==> src/rtl/int_to_float.sv <==
// -----------------------------------------------------------------------------
// int_to_float
//
// Converts one integer at a time into a binary floating-point value with
// EXP_BITS exponent bits and MANT_BITS stored mantissa bits. The result is
// rounded to nearest, ties to even. Values too large for the format become
// signed infinity.
//
// A nonzero input is normalised by shifting one bit per clock. It then takes
// one rounding cycle before the result is presented.
//
// Handshake rules:
//   - An input transfer happens on a rising edge where in_valid && in_ready.
//   - An output transfer happens on a rising edge where out_valid && out_ready.
//   - in_ready is high only in IDLE.
//   - out_valid is high only in DONE.
//   - out_data is held stable from the time out_valid rises until the
//     output transfer.
//   - The block returns to IDLE on the output-transfer edge. It can accept
//     the next input on the following edge at the earliest.
//
// Ports:
//   clk          clock; all state changes on the rising edge
//   rst_n        asynchronous active-low reset; aborts any conversion
//   in_valid     in_data is valid
//   in_ready     block can accept a new integer (IDLE)
//   in_data      integer to convert (two's complement when SIGNED != 0)
//   out_valid    out_data holds a completed result (DONE)
//   out_ready    consumer accepts out_data
//   out_data     {sign, exponent, mantissa}
//   dbg_state_o  current FSM state: 0 IDLE, 1 NORM, 2 ROUND, 3 DONE
// -----------------------------------------------------------------------------
module int_to_float #(
    parameter int INT_BITS  = 32,
    parameter int EXP_BITS  = 8,
    parameter int MANT_BITS = 23,
    parameter int SIGNED    = 1
) (
    input  logic                            clk,
    input  logic                            rst_n,
    input  logic                            in_valid,
    output logic                            in_ready,
    input  logic [INT_BITS-1:0]             in_data,
    output logic                            out_valid,
    input  logic                            out_ready,
    output logic [EXP_BITS+MANT_BITS:0]     out_data,
    output logic [1:0]                      dbg_state_o
);

    localparam int OW   = 1 + EXP_BITS + MANT_BITS;
    // Wide enough for BIAS + INT_BITS - 1 + carry for every legal parameter mix.
    localparam int XW   = EXP_BITS + 8;
    localparam int SCW  = $clog2(INT_BITS);
    localparam int BIAS = (1 << (EXP_BITS - 1)) - 1;
    // Fraction bits below the hidden one, padded so that the mantissa,
    // the guard bit and at least one sticky bit always exist.
    localparam int EXTW = INT_BITS + MANT_BITS + 1;

    localparam logic [XW-1:0] EXP_INIT = XW'(BIAS + INT_BITS - 1);
    localparam logic [XW-1:0] EXP_INF  = XW'((1 << EXP_BITS) - 1);

    typedef enum logic [1:0] {
        S_IDLE  = 2'd0,
        S_NORM  = 2'd1,
        S_ROUND = 2'd2,
        S_DONE  = 2'd3
    } state_e;

    state_e state_q, state_d;

    logic [INT_BITS-1:0] mag_q, mag_d;
    logic [SCW-1:0]      shift_cnt_q, shift_cnt_d;
    logic [XW-1:0]       exp_q, exp_d;
    logic                sign_q, sign_d;
    logic [OW-1:0]       out_q, out_d;

    // ---------------------------------------------------------------------
    // Input decode: sign and magnitude. The most negative value negates to
    // 2^(INT_BITS-1), which still fits as an unsigned INT_BITS value.
    // ---------------------------------------------------------------------
    logic                in_sign;
    logic [INT_BITS-1:0] in_mag;
    logic                in_zero;

    always_comb begin
        in_sign = (SIGNED != 0) ? in_data[INT_BITS-1] : 1'b0;
        in_mag  = in_sign ? ((~in_data) + INT_BITS'(1)) : in_data;
        in_zero = (in_mag == '0);
    end

    // ---------------------------------------------------------------------
    // Rounding datapath. It operates on the normalised magnitude, whose MSB
    // is the hidden one.
    // ---------------------------------------------------------------------
    logic [EXTW-1:0]      frac_ext;
    logic [MANT_BITS-1:0] man_raw;
    logic                 guard_bit;
    logic                 sticky_bit;
    logic                 round_up;
    logic [MANT_BITS:0]   man_sum;
    logic [XW-1:0]        exp_rnd;
    logic                 overflow;
    logic [EXP_BITS-1:0]  exp_field;
    logic [MANT_BITS-1:0] man_field;

    always_comb begin
        frac_ext   = {mag_q[INT_BITS-2:0], {(MANT_BITS + 2){1'b0}}};
        man_raw    = frac_ext[EXTW-1 -: MANT_BITS];
        guard_bit  = frac_ext[EXTW-1-MANT_BITS];
        sticky_bit = |frac_ext[EXTW-2-MANT_BITS:0];
        round_up   = guard_bit & (sticky_bit | man_raw[0]);
        // A carry out of the mantissa leaves the low bits at zero and bumps the exponent.
        man_sum    = {1'b0, man_raw} + (MANT_BITS + 1)'(round_up);
        exp_rnd    = exp_q + XW'(man_sum[MANT_BITS]);
        overflow   = (exp_rnd >= EXP_INF);
        exp_field  = overflow ? {EXP_BITS{1'b1}} : exp_rnd[EXP_BITS-1:0];
        man_field  = overflow ? '0 : man_sum[MANT_BITS-1:0];
    end

    // ---------------------------------------------------------------------
    // FSM: state register
    // ---------------------------------------------------------------------
    always_ff @(posedge clk or negedge rst_n) begin
        if (!rst_n) begin
            state_q <= S_IDLE;
        end else begin
            state_q <= state_d;
        end
    end

    // ---------------------------------------------------------------------
    // FSM: next state
    // ---------------------------------------------------------------------
    always_comb begin
        state_d = state_q;
        unique case (state_q)
            S_IDLE: begin
                if (in_valid) begin
                    state_d = in_zero ? S_DONE : S_NORM;
                end
            end
            S_NORM: begin
                if (mag_q[INT_BITS-1]) begin
                    state_d = S_ROUND;
                end
            end
            S_ROUND: state_d = S_DONE;
            S_DONE: begin
                if (out_ready) begin
                    state_d = S_IDLE;
                end
            end
            default: state_d = S_IDLE;
        endcase
    end

    // ---------------------------------------------------------------------
    // FSM: outputs
    // ---------------------------------------------------------------------
    always_comb begin
        in_ready    = (state_q == S_IDLE) && rst_n;
        out_valid   = (state_q == S_DONE);
        out_data    = out_q;
        dbg_state_o = state_q;
    end

    // ---------------------------------------------------------------------
    // Datapath next-state
    // ---------------------------------------------------------------------
    always_comb begin
        mag_d       = mag_q;
        shift_cnt_d = shift_cnt_q;
        exp_d       = exp_q;
        sign_d      = sign_q;
        out_d       = out_q;
        unique case (state_q)
            S_IDLE: begin
                if (in_valid) begin
                    mag_d       = in_mag;
                    shift_cnt_d = '0;
                    exp_d       = EXP_INIT;
                    // Zero converts to +0; a negative sign never reaches it.
                    sign_d      = in_sign & ~in_zero;
                    if (in_zero) begin
                        out_d = '0;
                    end
                end
            end
            S_NORM: begin
                if (!mag_q[INT_BITS-1]) begin
                    mag_d       = mag_q << 1;
                    shift_cnt_d = shift_cnt_q + SCW'(1);
                    exp_d       = exp_q - XW'(1);
                end
            end
            S_ROUND: begin
                out_d = {sign_q, exp_field, man_field};
            end
            default: ;
        endcase
    end

    // ---------------------------------------------------------------------
    // Datapath registers
    // ---------------------------------------------------------------------
    always_ff @(posedge clk or negedge rst_n) begin
        if (!rst_n) begin
            mag_q       <= '0;
            shift_cnt_q <= '0;
            exp_q       <= '0;
            sign_q      <= 1'b0;
            out_q       <= '0;
        end else begin
            mag_q       <= mag_d;
            shift_cnt_q <= shift_cnt_d;
            exp_q       <= exp_d;
            sign_q      <= sign_d;
            out_q       <= out_d;
        end
    end

endmodule

==> config.mk <==
export PLATFORM = sky130hd
export DESIGN_NAME = int_to_float
export DESIGN_NICKNAME = d
export VERILOG_FILES = /design/src/rtl/int_to_float.sv
export SDC_FILE = /design/constraint.sdc
export NUM_CORES = 1
export LEC_CHECK = 0
export CAP_MARGIN = 25
export CORE_ASPECT_RATIO = 1.75
export CORE_MARGIN = 5
export CORE_UTILIZATION = 57
export DETAILED_ROUTE_END_ITERATION = 10
export PLACE_DENSITY_LB_ADDON = 0.15
export SLEW_MARGIN = 30
export SYNTH_ARGS = -nofsm -noshare
export SYNTH_HDL_FRONTEND = slang
export SYNTH_SLANG_ARGS = --single-unit
==> constraint.sdc <==
create_clock -name clk -period 5.15 [get_ports clk]
set_clock_uncertainty 0.2 [all_clocks]
set_input_delay 0.515 -clock clk [delete_from_list [all_inputs] [get_ports clk]]
set_output_delay 0.515 -clock clk [all_outputs]
set_load 0.03 [all_outputs]
==> impl_metrics.tcl <==
set metrics [dict create \
    post-route-period-util 0.909 \
    place_congestion 0.928 \
    start_kind "flop" \
    die_w_um 87.2 \
    ys.flop_type "dfrtp_1" \
    first_iter_violations 288 \
    ant_nets 0 \
    cts_sinks 83 \
    numCtsBuffers 9 \
    crit_required_ns 5.23 \
    clk_latency_ns 0.34 \
    finalNonFillerCells 889 \
    fmax_mhz 214 \
    tns_ns 0 \
    setup_viol 0 \
    die_area_um2 12700 \
    post-place-cells 872 \
    grt_max_degree 60 \
    power_frac_clock 0.173 \
    core_area_um2 10200 \
    status "finished clean" \
    synth_seq_area_share 0.349 \
    finalCriticalPeriod_ns 4.68 \
    cts_setup_buffers 0 \
    slew_headroom 0.312 \
    place_area_um2 6800 \
    syn_to_final_growth_pct 19.1 \
    fin_nets 802 \
    p_seq_frac 0.326 \
    syn-num-nets 741 \
    switching_power_mw 1.48 \
    ios 72 \
    drc 0 \
    drive_gt1_frac 0.108 \
    yosys.cell_types.count 71 \
    worstSetupEndpointType "flop" \
    fin_util 0.692 \
    worst_pin_slew_ns 1.02 \
    multiInputGateArea_um2 3620 \
    setup_ws_ns 0.469 \
    antenna_found_initial 0 \
    vias 5515 \
    wire_per_inst_um 18.4 \
    diodes 0 \
    final_cell_mix "88 x nand2_1, 88 x nor2_1, 83 x dfrtp_1, 70 x clkdlybuf4s50_1, 35 x xor2_1" \
    start_util 0.581 \
    async_reset_ff_frac 1.00 \
    first_pass_iters 5 \
    swShare 0.428 \
    worstPathMaxFanout 23 \
    rsz0062_at_grt "false" \
    yosys_warnings 0 \
    place_ws_ns 0.417 \
    crit_type "flop to flop" \
    syn_area_um2 5950 \
    path_clk_slew_ns 0.06 \
    cap_violations 0 \
    grt_pass1_vias 5507 \
    ir_drop_mv 0.301 \
    hpwl_um 12500 \
    dieHeight_um 145 \
    port_buffers 71 \
    core.rowCount 49 \
    maxSlewViolCount 0 \
    power.density_nw_per_um2 489 \
    synth_edf_count 0 \
    p_comb_frac 0.501 \
    intPower_mw 1.98 \
    routed_wl_um 16300 \
    grt_pass1_wl_um 26600 \
    worstHoldPathType "flop to flop" \
    grt_overflow 0 \
    cts_tree "built" \
    whs_ns 0.306 \
    fin_area_um2 7090 \
    worstPathArrival_ns 4.76 \
    p_leak_nw 2.83 \
    p_total_mw 3.47 \
    ff_latch_area_um2 2080 \
    hold_violations 0 \
    fillCellCount 827 \
    cts_max_path_buffers 2 \
    syn_inst 696 \
    h-tree-depth 3 \
    synth.avg_cell_area_um2 8.55 \
    cts_resized 0 \
    synth-seq-cells 83 \
    grt.total_usage 0.259 \
    ctsRootBufferMaster "clkbuf_16" \
    routed_via_density 6.20 \
]
==> kinds of logic (layout without fill, tap and decap cells) <==
| family | count (synthesis) | after routing | synth area share |
|---|---|---|---|
| xor+xnor | 69 | 69 | 0.102 |
| mux | 27 | 27 | 0.0629 |
| fa+ha+maj | 9 | 9 | 0.0189 |
| compound gates | 142 | 142 | 0.172 |
| flops | 83 | 83 | 0.349 |
| simple gates | 305 | 305 | 0.250 |
| buf+inv | 61 | 127 | 0.0456 |
==> cell type report <==
cell class	count	share of cell area
Multi-Input combinational cell	552	0.510
Clock inverter	4	0.00353
Sequential cell	83	0.293
Inverter	18	0.00953
Clock buffer	12	0.0362
Tap cell	127	0.0224
Timing Repair Buffer	93	0.125
==> Yosys cell counts (3+ instances only) <==
cell type,count,share of area
nor4_1,11,0.012
clkbuf_1,34,0.021
nand3b_1,6,0.0076
nand2_1,88,0.055
o221ai_1,13,0.019
inv_1,17,0.011
o31ai_1,9,0.011
nor2_1,88,0.055
and3_1,8,0.0084
mux2i_1,4,0.0067
a22o_1,8,0.012
or3_1,11,0.012
dfrtp_1,83,0.35
nor3_1,22,0.018
xor2_1,35,0.052
a21oi_1,18,0.015
nand3_1,21,0.018
a22oi_1,7,0.0088
o22ai_1,6,0.0063
o21ai_0,30,0.025
mux2_2,3,0.0057
o41ai_1,5,0.0074
or2_2,6,0.0063
o21a_1,13,0.016
nand4_1,10,0.011
xnor2_1,34,0.050
a211oi_1,5,0.0063
and2_1,3,0.0032
ha_1,9,0.019
or4_1,6,0.0076
mux2_4,20,0.050
buf_1,3,0.0019
nand2b_1,7,0.0074
==> final timing paths <==
| kind | from | to | slack (ns) | cells after the start |
|---|---|---|---|---|
| hold reg to reg | out_data[31] | out_data[31] | 0.31 | 1 |
| setup reg to reg | mag_q[8] | out_data[6] | 0.47 | 15 |
| max in group asynchronous | rst_n | out_data[10] | 3.28 | 3 |
| min in group asynchronous | rst_n | dbg_state_o[0] | 0.42 | 2 |
| setup / recovery | mag_q[8] | out_data[6] | 0.47 | 15 |
| hold / removal | out_data[31] | out_data[31] | 0.31 | 1 |
==> critical path: stages, from the launching register on <==
cell and delay [ns]:
dfrtp_1 0.41, and2_1 0.19, nand3_1 0.19, or3_1 0.53, nor4_1 0.66, ha_1 0.34, ha_1 0.24, nand3_1 0.18
nor3_1 0.29, o2111ai_1 0.15, o41ai_1 0.10, nand4_1 0.15, buf_4 0.18, or2_2 0.45, nor2_1 0.20, mux2_4 0.16
==> what timing repair did <==
action	in CTS	in global routing
hold buffers	1	0
setup endpoints to repair	0	0
hold endpoints to repair	24	0
==> power groups by stage <==
stage / sequential (mW) / clock, mW / combinational [mW]
global placement: 1.12 / 0 / 1.68
detailed placement: 1.13 / 0 / 1.72
finish: 1.13 / 0.599 / 1.74
CTS: 1.13 / 0.606 / 1.74
global route: 1.16 / 0.628 / 1.89
floorplan: 1.26 / 0 / 1.07
==> registers in the layout (all words and copies together), names as in the netlist <==
name and count:
exp_q 16, mag_q 32, dbg_state_o 2, sign_q 1, out_data 32
==> per-layer routing <==
metal / vias to the layer above / global-route usage / wire length [µm]
met1: 2687 / 0.285 / 6080
li1: 2622 / - / -
met3: 33 / 0.0295 / 619
met5: - / 0 / 0
met4: 0 / 0.125 / 537
met2: 173 / 0.475 / 9090
No activity file was read; power rests on OpenSTA's default activity.
==> RTL edit: new RTL, config.mk and constraints unchanged <==
The parameter `INT_BITS` goes from 32 to 64.
--- a/src/rtl/int_to_float.sv
+++ b/src/rtl/int_to_float.sv
@@ -32,5 +32,5 @@
 // -----------------------------------------------------------------------------
 module int_to_float #(
-    parameter int INT_BITS  = 32,
+    parameter int INT_BITS  = 64,
     parameter int EXP_BITS  = 8,
     parameter int MANT_BITS = 23,
Interface: changed (resized in_data); port bits go from 72 to 104. No check against the original RTL was run, so the function may have changed too.
==> RTL edit against the original RTL <==
First-iteration DRC count is 150% higher. Routed wire length is 110% higher. Core utilization is 0.49 points higher. Worst setup slack better by 0.16 ns. Global-route usage is 10 points higher. Synthesized area is 52% higher. Maximum frequency is 3.6% higher. Sequential cell count is 32 higher. Final area is 55% higher. Critical path depth is 3 lower. Final cell count is 63% higher. Die area is 47% higher. Total power is 54% higher. Critical endpoint unchanged. Largest cell class unchanged. Highest routed layer unchanged.
==> RTL edit: results <==
set metrics [dict create \
    run_status "finished clean" \
    dp_hpwl_um 25400 \
    cp_max_fo 22 \
    cpMaxStageDelayCell "or4_1" \
    grt_usage 0.362 \
    cts_buffers 17 \
    cts_max_level 4 \
    pg_clk_mw 1.19 \
    drive_above_1_share 0.101 \
    grt_max_degree 118 \
    slew_headroom 0.391 \
    use_met1 0.354 \
    cellLeakagePower_nw 4.29 \
    dr_wl_met3_um 1900 \
    synth.top_cells.by_area "dfrtp_1 (32%), nand2_1 (8.1%), xnor2_1 (5.3%), o21ai_0 (5.0%), xor2_1 (3.9%)" \
    place_congestion 1.11 \
    final_cells 1453 \
    ir_worst_vdd_v 0.000370 \
    pg_seq_mw 1.63 \
    synth.distinct_cells 68 \
    p_switching_mw 2.42 \
    grt_pass1_wl_um 51600 \
    nets 1328 \
    synth_area_per_cell_um2 7.80 \
    via_count 9191 \
    postPlaceCellArea_um2 10400 \
    first_global_vias 9144 \
    wl_um 33500 \
]
RTL edit: cell types whose count changed after synthesis, sizes merged, moves of 31 or more:
cell / delta
clkbuf: +40
o21ai: +62
nand2: +106
inv: +33
dfrtp: +32
nor4: +31
RTL edit: path summary, 6_finish.rpt:
kind / slack, ns / start / endpoint / depth (start not counted)
max reg2reg: 0.83 / mag_q[39]$_DFFE_PN0P_ / out_data[6]$_DFFE_PN0P_ / 16
max: 0.63 / in_data[28] / out_data[6]$_DFFE_PN0P_ / 12
max in group asynchronous: 2.96 / rst_n / mag_q[63]$_DFFE_PN0P_ / 3
min: 0.30 / mag_q[21]$_DFFE_PN0P_ / mag_q[21]$_DFFE_PN0P_ / 2
min reg2reg: 0.30 / mag_q[21]$_DFFE_PN0P_ / mag_q[21]$_DFFE_PN0P_ / 2
min in group asynchronous: 0.51 / rst_n / out_data[6]$_DFFE_PN0P_ / 2
RTL edit: layout make-up:
cell class / instances / area [um2]
clock buffer: 17 / 425
clock inverter: 15 / 149
fill: 1380 / 4760
inverter: 51 / 191
multi-input combinational: 900 / 5570
sequential: 115 / 2880
tap: 189 / 236
timing repair buffer: 166 / 1520
RTL edit: tightest hold or removal path, stage by stage (launching register included):
cell	delay [ns]
dfrtp_1	0.36
nand2_1	0.05
o21ai_0	0.06
RTL edit: cells by family (layout without fill, tap and decap cells):
| group | after synthesis | count (layout) | synth area share |
|---|---|---|---|
| adder cells (fa/ha/maj) | 9 | 9 | 0.0125 |
| flip-flops | 115 | 115 | 0.318 |
| buffers and inverters | 144 | 249 | 0.0690 |
| XOR/XNOR | 95 | 95 | 0.0920 |
| AND/OR/NAND/NOR | 512 | 512 | 0.292 |
| AO/OA/AOI/OAI | 253 | 253 | 0.181 |
| multiplexers | 31 | 31 | 0.0351 |
